`src/rtl/b16fp_dot_seq_if.sv`:
```
`default_nettype none
// ============================================================================
// Module      : b16fp_dot_seq_if
// Description : Bundle of the operand stream, MAC drive/return and result
//               stream signals used by the b16fp_dot_seq sequencer.
//               master : sequencer view (drives in_ready, mac_*, out_*, busy)
//               slave  : environment view (source, MAC and result consumer)
// Revision    : 1.0 - initial release
// ============================================================================
interface b16fp_dot_seq_if #(
    parameter int CNT_W = 16
) ();
    // operand stream
    logic             in_valid;
    logic             in_ready;
    logic [15:0]      in_a;
    logic [15:0]      in_b;
    logic             in_last;
    // MAC drive and return
    logic             mac_clr;
    logic             mac_valid;
    logic [15:0]      mac_oprA;
    logic [15:0]      mac_oprB;
    logic [15:0]      mac_result;
    // result stream
    logic             out_valid;
    logic             out_ready;
    logic [15:0]      out_data;
    logic [CNT_W-1:0] out_count;
    logic             busy;

    modport master (
        input  in_valid, in_a, in_b, in_last, mac_result, out_ready,
        output in_ready, mac_clr, mac_valid, mac_oprA, mac_oprB,
               out_valid, out_data, out_count, busy
    );

    modport slave (
        output in_valid, in_a, in_b, in_last, mac_result, out_ready,
        input  in_ready, mac_clr, mac_valid, mac_oprA, mac_oprB,
               out_valid, out_data, out_count, busy
    );
endinterface
`default_nettype wire

```
`src/rtl/b16fp_dot_seq.sv`:
```
`default_nettype none
// ============================================================================
// Module      : b16fp_dot_seq
// Description : Initiator-side sequencer for a bfloat16 MAC. Takes a stream
//               of operand pairs (vector end marked by in_last), clears the
//               MAC accumulator, feeds one pair per accepted beat, waits out
//               the MAC pipeline and returns the dot product with its beat
//               count on a valid/ready output.
// Ports       : clk, rst (async, active high)
//               bus.in_*   : operand pair stream (valid/ready, last)
//               bus.mac_*  : MAC clear/valid/operands out, result in
//               bus.out_*  : dot product + saturating beat count (valid/ready)
//               bus.busy   : high whenever not idle
// Revision    : 1.0 - initial release
// ============================================================================
module b16fp_dot_seq #(
    parameter int MAC_LAT = 3,
    parameter int CNT_W   = 16
) (
    input  wire             clk,
    input  wire             rst,
    b16fp_dot_seq_if.master bus
);

    localparam int c_drain_w = (MAC_LAT < 1) ? 1 : $clog2(MAC_LAT + 1);
    localparam logic [c_drain_w-1:0] c_drain_init = c_drain_w'(MAC_LAT);
    localparam logic [CNT_W-1:0]     c_beat_max   = '1;

    typedef enum logic [2:0] {
        S_IDLE   = 3'd0,
        S_CLEAR  = 3'd1,
        S_STREAM = 3'd2,
        S_DRAIN  = 3'd3,
        S_OUT    = 3'd4
    } state_t;

    state_t               r_state;
    logic                 r_mac_clr;
    logic                 r_mac_valid;
    logic [15:0]          r_opra;
    logic [15:0]          r_oprb;
    logic [CNT_W-1:0]     r_beat;
    logic [c_drain_w-1:0] r_drain;
    logic                 r_out_valid;
    logic [15:0]          r_out_data;
    logic [CNT_W-1:0]     r_out_count;

    state_t               w_state_nxt;
    logic                 w_mac_clr_nxt;
    logic                 w_mac_valid_nxt;
    logic [15:0]          w_opra_nxt;
    logic [15:0]          w_oprb_nxt;
    logic [CNT_W-1:0]     w_beat_nxt;
    logic [c_drain_w-1:0] w_drain_nxt;
    logic                 w_out_valid_nxt;
    logic [15:0]          w_out_data_nxt;
    logic [CNT_W-1:0]     w_out_count_nxt;
    logic                 w_accept;

    assign w_accept = bus.in_valid && (r_state == S_STREAM);

    always_ff @(posedge clk or posedge rst) begin
        if (rst) begin
            r_state     <= S_IDLE;
            r_mac_clr   <= 1'b0;
            r_mac_valid <= 1'b0;
            r_opra      <= 16'h0000;
            r_oprb      <= 16'h0000;
            r_beat      <= '0;
            r_drain     <= '0;
            r_out_valid <= 1'b0;
            r_out_data  <= 16'h0000;
            r_out_count <= '0;
        end else begin
            r_state     <= w_state_nxt;
            r_mac_clr   <= w_mac_clr_nxt;
            r_mac_valid <= w_mac_valid_nxt;
            r_opra      <= w_opra_nxt;
            r_oprb      <= w_oprb_nxt;
            r_beat      <= w_beat_nxt;
            r_drain     <= w_drain_nxt;
            r_out_valid <= w_out_valid_nxt;
            r_out_data  <= w_out_data_nxt;
            r_out_count <= w_out_count_nxt;
        end
    end

    always_comb begin
        w_state_nxt     = r_state;
        w_mac_clr_nxt   = 1'b0;      // one-cycle pulse, only while in CLEAR
        w_mac_valid_nxt = 1'b0;      // one cycle per accepted beat
        w_opra_nxt      = r_opra;
        w_oprb_nxt      = r_oprb;
        w_beat_nxt      = r_beat;
        w_drain_nxt     = r_drain;
        w_out_valid_nxt = r_out_valid;
        w_out_data_nxt  = r_out_data;
        w_out_count_nxt = r_out_count;

        case (r_state)
            S_IDLE: begin
                // the waiting pair is left in place and taken in STREAM
                if (bus.in_valid) begin
                    w_state_nxt   = S_CLEAR;
                    w_mac_clr_nxt = 1'b1;
                end
            end
            S_CLEAR: begin
                w_beat_nxt  = '0;
                w_state_nxt = S_STREAM;
            end
            S_STREAM: begin
                if (w_accept) begin
                    w_opra_nxt      = bus.in_a;
                    w_oprb_nxt      = bus.in_b;
                    w_mac_valid_nxt = 1'b1;
                    if (r_beat != c_beat_max) begin
                        w_beat_nxt = r_beat + 1'b1;
                    end
                    if (bus.in_last) begin
                        w_state_nxt = S_DRAIN;
                        w_drain_nxt = c_drain_init;
                    end
                end
            end
            S_DRAIN: begin
                // MAC_LAT+1 edges after the last beat the MAC result is final
                if (r_drain == '0) begin
                    w_out_data_nxt  = bus.mac_result;
                    w_out_count_nxt = r_beat;
                    w_out_valid_nxt = 1'b1;
                    w_state_nxt     = S_OUT;
                end else begin
                    w_drain_nxt = r_drain - 1'b1;
                end
            end
            S_OUT: begin
                if (bus.out_ready) begin
                    w_out_valid_nxt = 1'b0;
                    w_state_nxt     = S_IDLE;
                end
            end
            default: begin
                w_state_nxt = S_IDLE;
            end
        endcase
    end

    assign bus.in_ready  = (r_state == S_STREAM);
    assign bus.busy      = (r_state != S_IDLE);
    assign bus.mac_clr   = r_mac_clr;
    assign bus.mac_valid = r_mac_valid;
    assign bus.mac_oprA  = r_opra;
    assign bus.mac_oprB  = r_oprb;
    assign bus.out_valid = r_out_valid;
    assign bus.out_data  = r_out_data;
    assign bus.out_count = r_out_count;

endmodule
`default_nettype wire

```
`src/flat_wrapper.sv`:
```
// flat-port wrapper written by rule: the top's interface ports become plain ports
module b16fp_dot_seq_flat 
#(
    parameter int MAC_LAT = 3,
    parameter int CNT_W   = 16
)
  (clk, rst, bus_in_valid, bus_in_a, bus_in_b, bus_in_last, bus_mac_result, bus_out_ready, bus_in_ready, bus_mac_clr, bus_mac_valid, bus_mac_oprA, bus_mac_oprB, bus_out_valid, bus_out_data, bus_out_count, bus_busy);
  b16fp_dot_seq_if #(.CNT_W(CNT_W)) bus_i ();
  input  wire clk;
  input  wire rst;
  input wire logic [$bits(bus_i.in_valid)-1:0] bus_in_valid;
  input wire logic [$bits(bus_i.in_a)-1:0] bus_in_a;
  input wire logic [$bits(bus_i.in_b)-1:0] bus_in_b;
  input wire logic [$bits(bus_i.in_last)-1:0] bus_in_last;
  input wire logic [$bits(bus_i.mac_result)-1:0] bus_mac_result;
  input wire logic [$bits(bus_i.out_ready)-1:0] bus_out_ready;
  output wire logic [$bits(bus_i.in_ready)-1:0] bus_in_ready;
  output wire logic [$bits(bus_i.mac_clr)-1:0] bus_mac_clr;
  output wire logic [$bits(bus_i.mac_valid)-1:0] bus_mac_valid;
  output wire logic [$bits(bus_i.mac_oprA)-1:0] bus_mac_oprA;
  output wire logic [$bits(bus_i.mac_oprB)-1:0] bus_mac_oprB;
  output wire logic [$bits(bus_i.out_valid)-1:0] bus_out_valid;
  output wire logic [$bits(bus_i.out_data)-1:0] bus_out_data;
  output wire logic [$bits(bus_i.out_count)-1:0] bus_out_count;
  output wire logic [$bits(bus_i.busy)-1:0] bus_busy;
  assign bus_i.in_valid = bus_in_valid;
  assign bus_i.in_a = bus_in_a;
  assign bus_i.in_b = bus_in_b;
  assign bus_i.in_last = bus_in_last;
  assign bus_i.mac_result = bus_mac_result;
  assign bus_i.out_ready = bus_out_ready;
  assign bus_in_ready = bus_i.in_ready;
  assign bus_mac_clr = bus_i.mac_clr;
  assign bus_mac_valid = bus_i.mac_valid;
  assign bus_mac_oprA = bus_i.mac_oprA;
  assign bus_mac_oprB = bus_i.mac_oprB;
  assign bus_out_valid = bus_i.out_valid;
  assign bus_out_data = bus_i.out_data;
  assign bus_out_count = bus_i.out_count;
  assign bus_busy = bus_i.busy;
  b16fp_dot_seq #(.MAC_LAT(MAC_LAT), .CNT_W(CNT_W)) u_core (.clk(clk), .rst(rst), .bus(bus_i));
endmodule
```
`config.mk`:
```
export PLATFORM = sky130hd
export DESIGN_NAME = b16fp_dot_seq_flat
export DESIGN_NICKNAME = d
export VERILOG_FILES = /design/src/rtl/b16fp_dot_seq_if.sv /design/src/rtl/b16fp_dot_seq.sv /design/src/flat_wrapper.sv
export SDC_FILE = /design/constraint.sdc
export NUM_CORES = 1
export LEC_CHECK = 0
export BUFFER_PORTS_ARGS = -buffer_cell sky130_fd_sc_hd__buf_2
export CAP_MARGIN = 20
export CORE_ASPECT_RATIO = 0.9
export CORE_MARGIN = 2
export CORE_UTILIZATION = 50
export DETAILED_ROUTE_END_ITERATION = 10
export PLACE_DENSITY_LB_ADDON = 0.12
export SLEW_MARGIN = 25
export SYNTH_ARGS = -nofsm -noshare
export SYNTH_HDL_FRONTEND = slang
export SYNTH_SLANG_ARGS = --single-unit
```
`constraint.sdc`:
```
create_clock -name clk -period 3.3 [get_ports clk]
set_input_delay 0.33 -clock clk [delete_from_list [all_inputs] [get_ports clk]]
set_output_delay 0.33 -clock clk [all_outputs]
set_load 0.005 [all_outputs]
```
* Word level (Yosys, flattened, before mapping) *
Cells that the tools add are included.

storage, ports and cells
  register bits after elaboration = 88

operators by class
  add/sub/neg operators = 2
  equality and inequality tests = 12
  muxes and demuxes = 20
  reductions and logical operators = 13

operators by type and width
  kind                                                   number
  2-to-1 mux 16 bit                                      2
  case mux 16 bit (2 select lines)                       1
  adder 16 x 1 -> 16 bit, second input constant          1
  inequality test 16 bit, second input constant          1
  2-to-1 mux 3 bit                                       5
  case mux 3 bit (5 select lines)                        1
  inequality test 2 bit, second input constant           4
  == test 3 x 2 -> 1 bit, second input constant          2
  2-to-1 mux 1 bit                                       6
  2-to-1 mux 2 bit                                       3
  inequality test 2 x 1 -> 1 bit, second input constant  3
  AND reduction 3 bit                                    2
  nonzero test 2 bit                                     3
  AND reduction 5 bit                                    1
  case mux 2 bit (2 select lines)                        1
  AND reduction 2 bit                                    2
  AND reduction 4 bit                                    1
  == test 3 x 1 -> 1 bit, second input constant          1
  == test 3 bit, second input constant                   1
  zero test 3 bit                                        1
  nonzero test 3 bit                                     1
  zero test 2 bit                                        1
  case mux 1 bit (2 select lines)                        1
  subtractor 2 x 1 -> 2 bit, second input constant       1
  logical AND 1 bit                                      1

* Depth between registers and ports, before layout *
  depth after elaboration = 4
  depth in mapped cells = 8

* Worst setup path after synthesis *
OpenSTA, ideal clock, no wires.

  kind = flip-flop to flip-flop
  start = register u_core.r_beat[0]
  end = register u_core.r_beat[11]
  setup time = 82 ps
  arrival = 1738 ps
  setup slack = 1480 ps
  cell stages (with the launch flop) = 9
  buffers on the path = 2
  cells stage by stage = dfrtp_1 -> ha_1 -> nand3_1 -> nor2_4 -> a31oi_4 -> or2_1 -> buf_6 -> buf_6 -> a31oi_1

on the way
  word-level cells in the longest chain between the ends = 4
  elaborated cells on any way between the ends = 7

RTL lines
  item                              line                  text
  start, declared                   b16fp_dot_seq.sv:42   logic [CNT_W-1:0] r_beat;
  start signal, assigned            b16fp_dot_seq.sv:80   r_beat <= w_beat_nxt;
  adder 16 x 1 -> 16 bit            b16fp_dot_seq.sv:118  w_beat_nxt = r_beat + 1'b1;
  2-to-1 mux 16 bit                 b16fp_dot_seq.sv:117  if (r_beat != c_beat_max) begin
  2-to-1 mux 16 bit                 b16fp_dot_seq.sv:113  if (w_accept) begin
  case mux 16 bit (2 select lines)  b16fp_dot_seq.sv:100  case (r_state)

Several ways; a longest one is shown, not always the timed one. The select of a mux whose other input is x is not followed.
A chain may end at the register's enable or synchronous reset.

* Final worst setup path *
  start = register u_core.r_beat[0]
  end = register u_core.r_beat[4]

Same word-level chain as after synthesis.

==> out/summary.txt <==
outcome: complete, no violations
HPWL after DPL: 5.70 mm
GP Congestion: 0.859
first-pass GRT wire length: 13.1 mm
commonest non-fill, non-tap cells in the layout: nand2_1, buf_2, dfrtp_1
cts bufs inserted: 9
slew margin rel.: 53.9%
dpl ws: 1.07 ns
Crit path buffers/inverters: 0
Critical Path Sink Type: flop
Seq pwr share: 44.4%
Crit path largest cell delay: 0.50 ns
combinational power share: 35.5%
highest achievable clock rate: 445 MHz
Clock Sinks: 88
Initial Util: 52.4%
sequential share of the synthesized area: 58.7%
Setup Viol. Count Final: 0
Leakage: 2.45 nW
Net Sw Frac: 36.7%
Mapped Avg Cell Area: 10.3 um2
Pins Over Slew Limit: 0
CP Launch Type: flop
EDFF count, synth: 0
maximum VDD drop: 0.357 mV
setup TNS: 0 ns
Setup CP Type: flop to flop
H-tree depth: 3
Detail Route Antenna Nets: 0
# rows: 29
CTS tree: yes
P_sw: 1.44 mW
share of layout cells above drive strength 1: 36.3%
P_int: 2.48 mW
crit path max fanout: 13
Yosys reg bits: 88
Remaining DRCs: 0
Async SR Flop Fraction: 100%
Main synth FF type: dfrtp_1
# diodes: 0
post-DR vias/cell: 5.11
Layout Cells excl Fill: 583
Worst Hold Class: primary input to asynchronous set/reset pin
GRT Util Overall: 20.8%
placed insts: 567
Final Hold Viols: 0
Hold-fix buffers, CTS: 0
Yosys warnings: 0
vias in the first global route: 2789
Yosys cell types: 40
initial antenna violation count: 0
Die Ht: 86.1 um
grt ovf: 0
PostCTS Resize Cnt: 0
Buffers on Ports: 121
most common cell after layout, fill and taps aside: nand2_1
clock skew: 0.0105 ns
core footprint: 7150 um2
Clock Tree Buf Depth: 2
worst-margin pin slew: 0.690 ns
DR pass1 iterations: 4
MaxCap Viol Count: 0
Cell Chain, Critical Path: ha_1 -> nand3_1 -> nor2_4 -> a31oi_4 -> or2_1 -> a32o_1
synth-to-layout area growth: 24.0%
clock root buffer: clkbuf_8
DR WL/cell: 13.8 um
RSZ-0062 raised after global routing: false
Net count, final: 540
Die W: 95.3 um
mapped cell area: 3750 um2
clock group share of total power: 20.1%
drt first-iter violations: 146
Power Density: 843 nW/um2
CP top delay family: simple AND/OR/NAND/NOR gates
Worst EP required: 3.56 ns
min Tclk post-route: 2.25 ns
WL final: 8.02 mm
CTS clk-pin slew, worst paths: 0.10 ns
post-CTS setup buffer count: 0
largest net degree at the start of global routing: 41
syn_nets: 418
CP max-delay cell: or2_1
crit path DAT: 2.51 ns
Final period util: 68.2%
clk_lat worst skew: 0.36 ns
Die Area: 8210 um2
I/O pin cnt: 122
final setup margin: 1.05 ns
via count: 2978
Mapped Cells: 363
-- worst paths after layout --
check / start / end / slack (ns) / cells after the start
min in group clk: bus_out_ready / u_core.r_state[2]$_DFFE_PP0P_ / 0.14 / 2
max in group asynchronous: rst / u_core.r_beat[8]$_DFFE_PP0P_ / 2.47 / 3
max reg2reg: u_core.r_beat[0]$_DFFE_PP0P_ / u_core.r_beat[4]$_DFFE_PP0P_ / 1.05 / 6
max: u_core.r_beat[0]$_DFFE_PP0P_ / u_core.r_beat[4]$_DFFE_PP0P_ / 1.05 / 6
min: rst / u_core.r_beat[15]$_DFFE_PP0P_ / 0.04 / 2
min reg2reg: u_core.bus.out_count[13]$_DFFE_PP0P_ / u_core.bus.out_count[13]$_DFFE_PP0P_ / 0.48 / 2
-- layout make-up --
cell class | instances | area (um2)
Clock inverter | 6 | 75.1
Inverter | 12 | 46.3
Multi-Input combinational cell | 248 | 1430
Fill cell | 596 | 2500
Clock buffer | 10 | 138
Timing Repair Buffer | 126 | 643
Tap cell | 93 | 116
Sequential cell | 88 | 2200
-- worst reg2reg max path, stage by stage (launching register included) --
cell	delay, ns
dfrtp_1	0.45
ha_1	0.32
nand3_1	0.19
nor2_4	0.19
a31oi_4	0.16
or2_1	0.50
a32o_1	0.33
-- power groups by stage --
stage	combinational (mW)	sequential, mW	clock [mW]
after global placement	1.38	1.74	0
final	1.39	1.74	0.787
after floorplan	0.847	1.76	0
after global routing	1.59	1.80	0.856
after CTS	1.42	1.74	0.812
after detailed placement	1.41	1.76	0
-- layer usage --
layer	up-vias	GRT usage (%)	part of all wire, %
met3	11	5.27	6.8
met2	88	32.3	47
met5	-	0	0
met4	0	8.17	1.4
li1	1458	-	-
met1	1421	28.1	45
-- kinds of logic after synthesis --
| family | synth area share (%) |
|---|---|
| buffers and inverters | 3.20 |
| multiplexers | 9.21 |
| AND/OR/NAND/NOR | 19.2 |
| flip-flops | 58.7 |
| AO/OA/AOI/OAI | 8.98 |
| adder cells (fa/ha/maj) | 0.667 |
-- registers in the layout, indices dropped and copies added, names as in the netlist --
register	cells
u_core.bus.mac_valid	1
u_core.bus.out_count	16
u_core.r_drain	2
u_core.bus.mac_clr	1
u_core.r_state	3
u_core.bus.out_data	16
u_core.bus.mac_oprA	16
u_core.bus.mac_oprB	16
u_core.bus.out_valid	1
u_core.r_beat	16
-- synthesized netlist by cell type (3+ instances only) --
cell / n / area [um2]
nand2_1: 125 / 469
dfrtp_1: 88 / 2200
mux2_2: 21 / 236
o21ai_0: 15 / 75.1
inv_1: 11 / 41.3
a31oi_1: 10 / 62.6
nor2_1: 10 / 37.5
clkbuf_1: 9 / 33.8
a21oi_1: 8 / 40.0
nand3_1: 8 / 40.0
mux2_1: 7 / 78.8
a31oi_2: 5 / 62.6
nor3_1: 4 / 20.0
or3_1: 4 / 25.0
buf_2: 3 / 15.0
mux2i_1: 3 / 30.0
nor2b_1: 3 / 18.8
-- metrics by stage --
stage / area (um2) / utilization, % / power [mW] / hold WS (ns)
floorplan: 3750 / - / 2.61 / 0.414
global placement: 4430 / 62.0 / 3.12 / 0.453
detailed placement: 4430 / 62.0 / 3.18 / 0.457
CTS: 4650 / 65.0 / 3.97 / 0.0612
global route: 4650 / 65.0 / 4.25 / 0.0906
finish: 4650 / 65.0 / 3.92 / 0.0434
No activity file was read; power rests on OpenSTA's default activity.
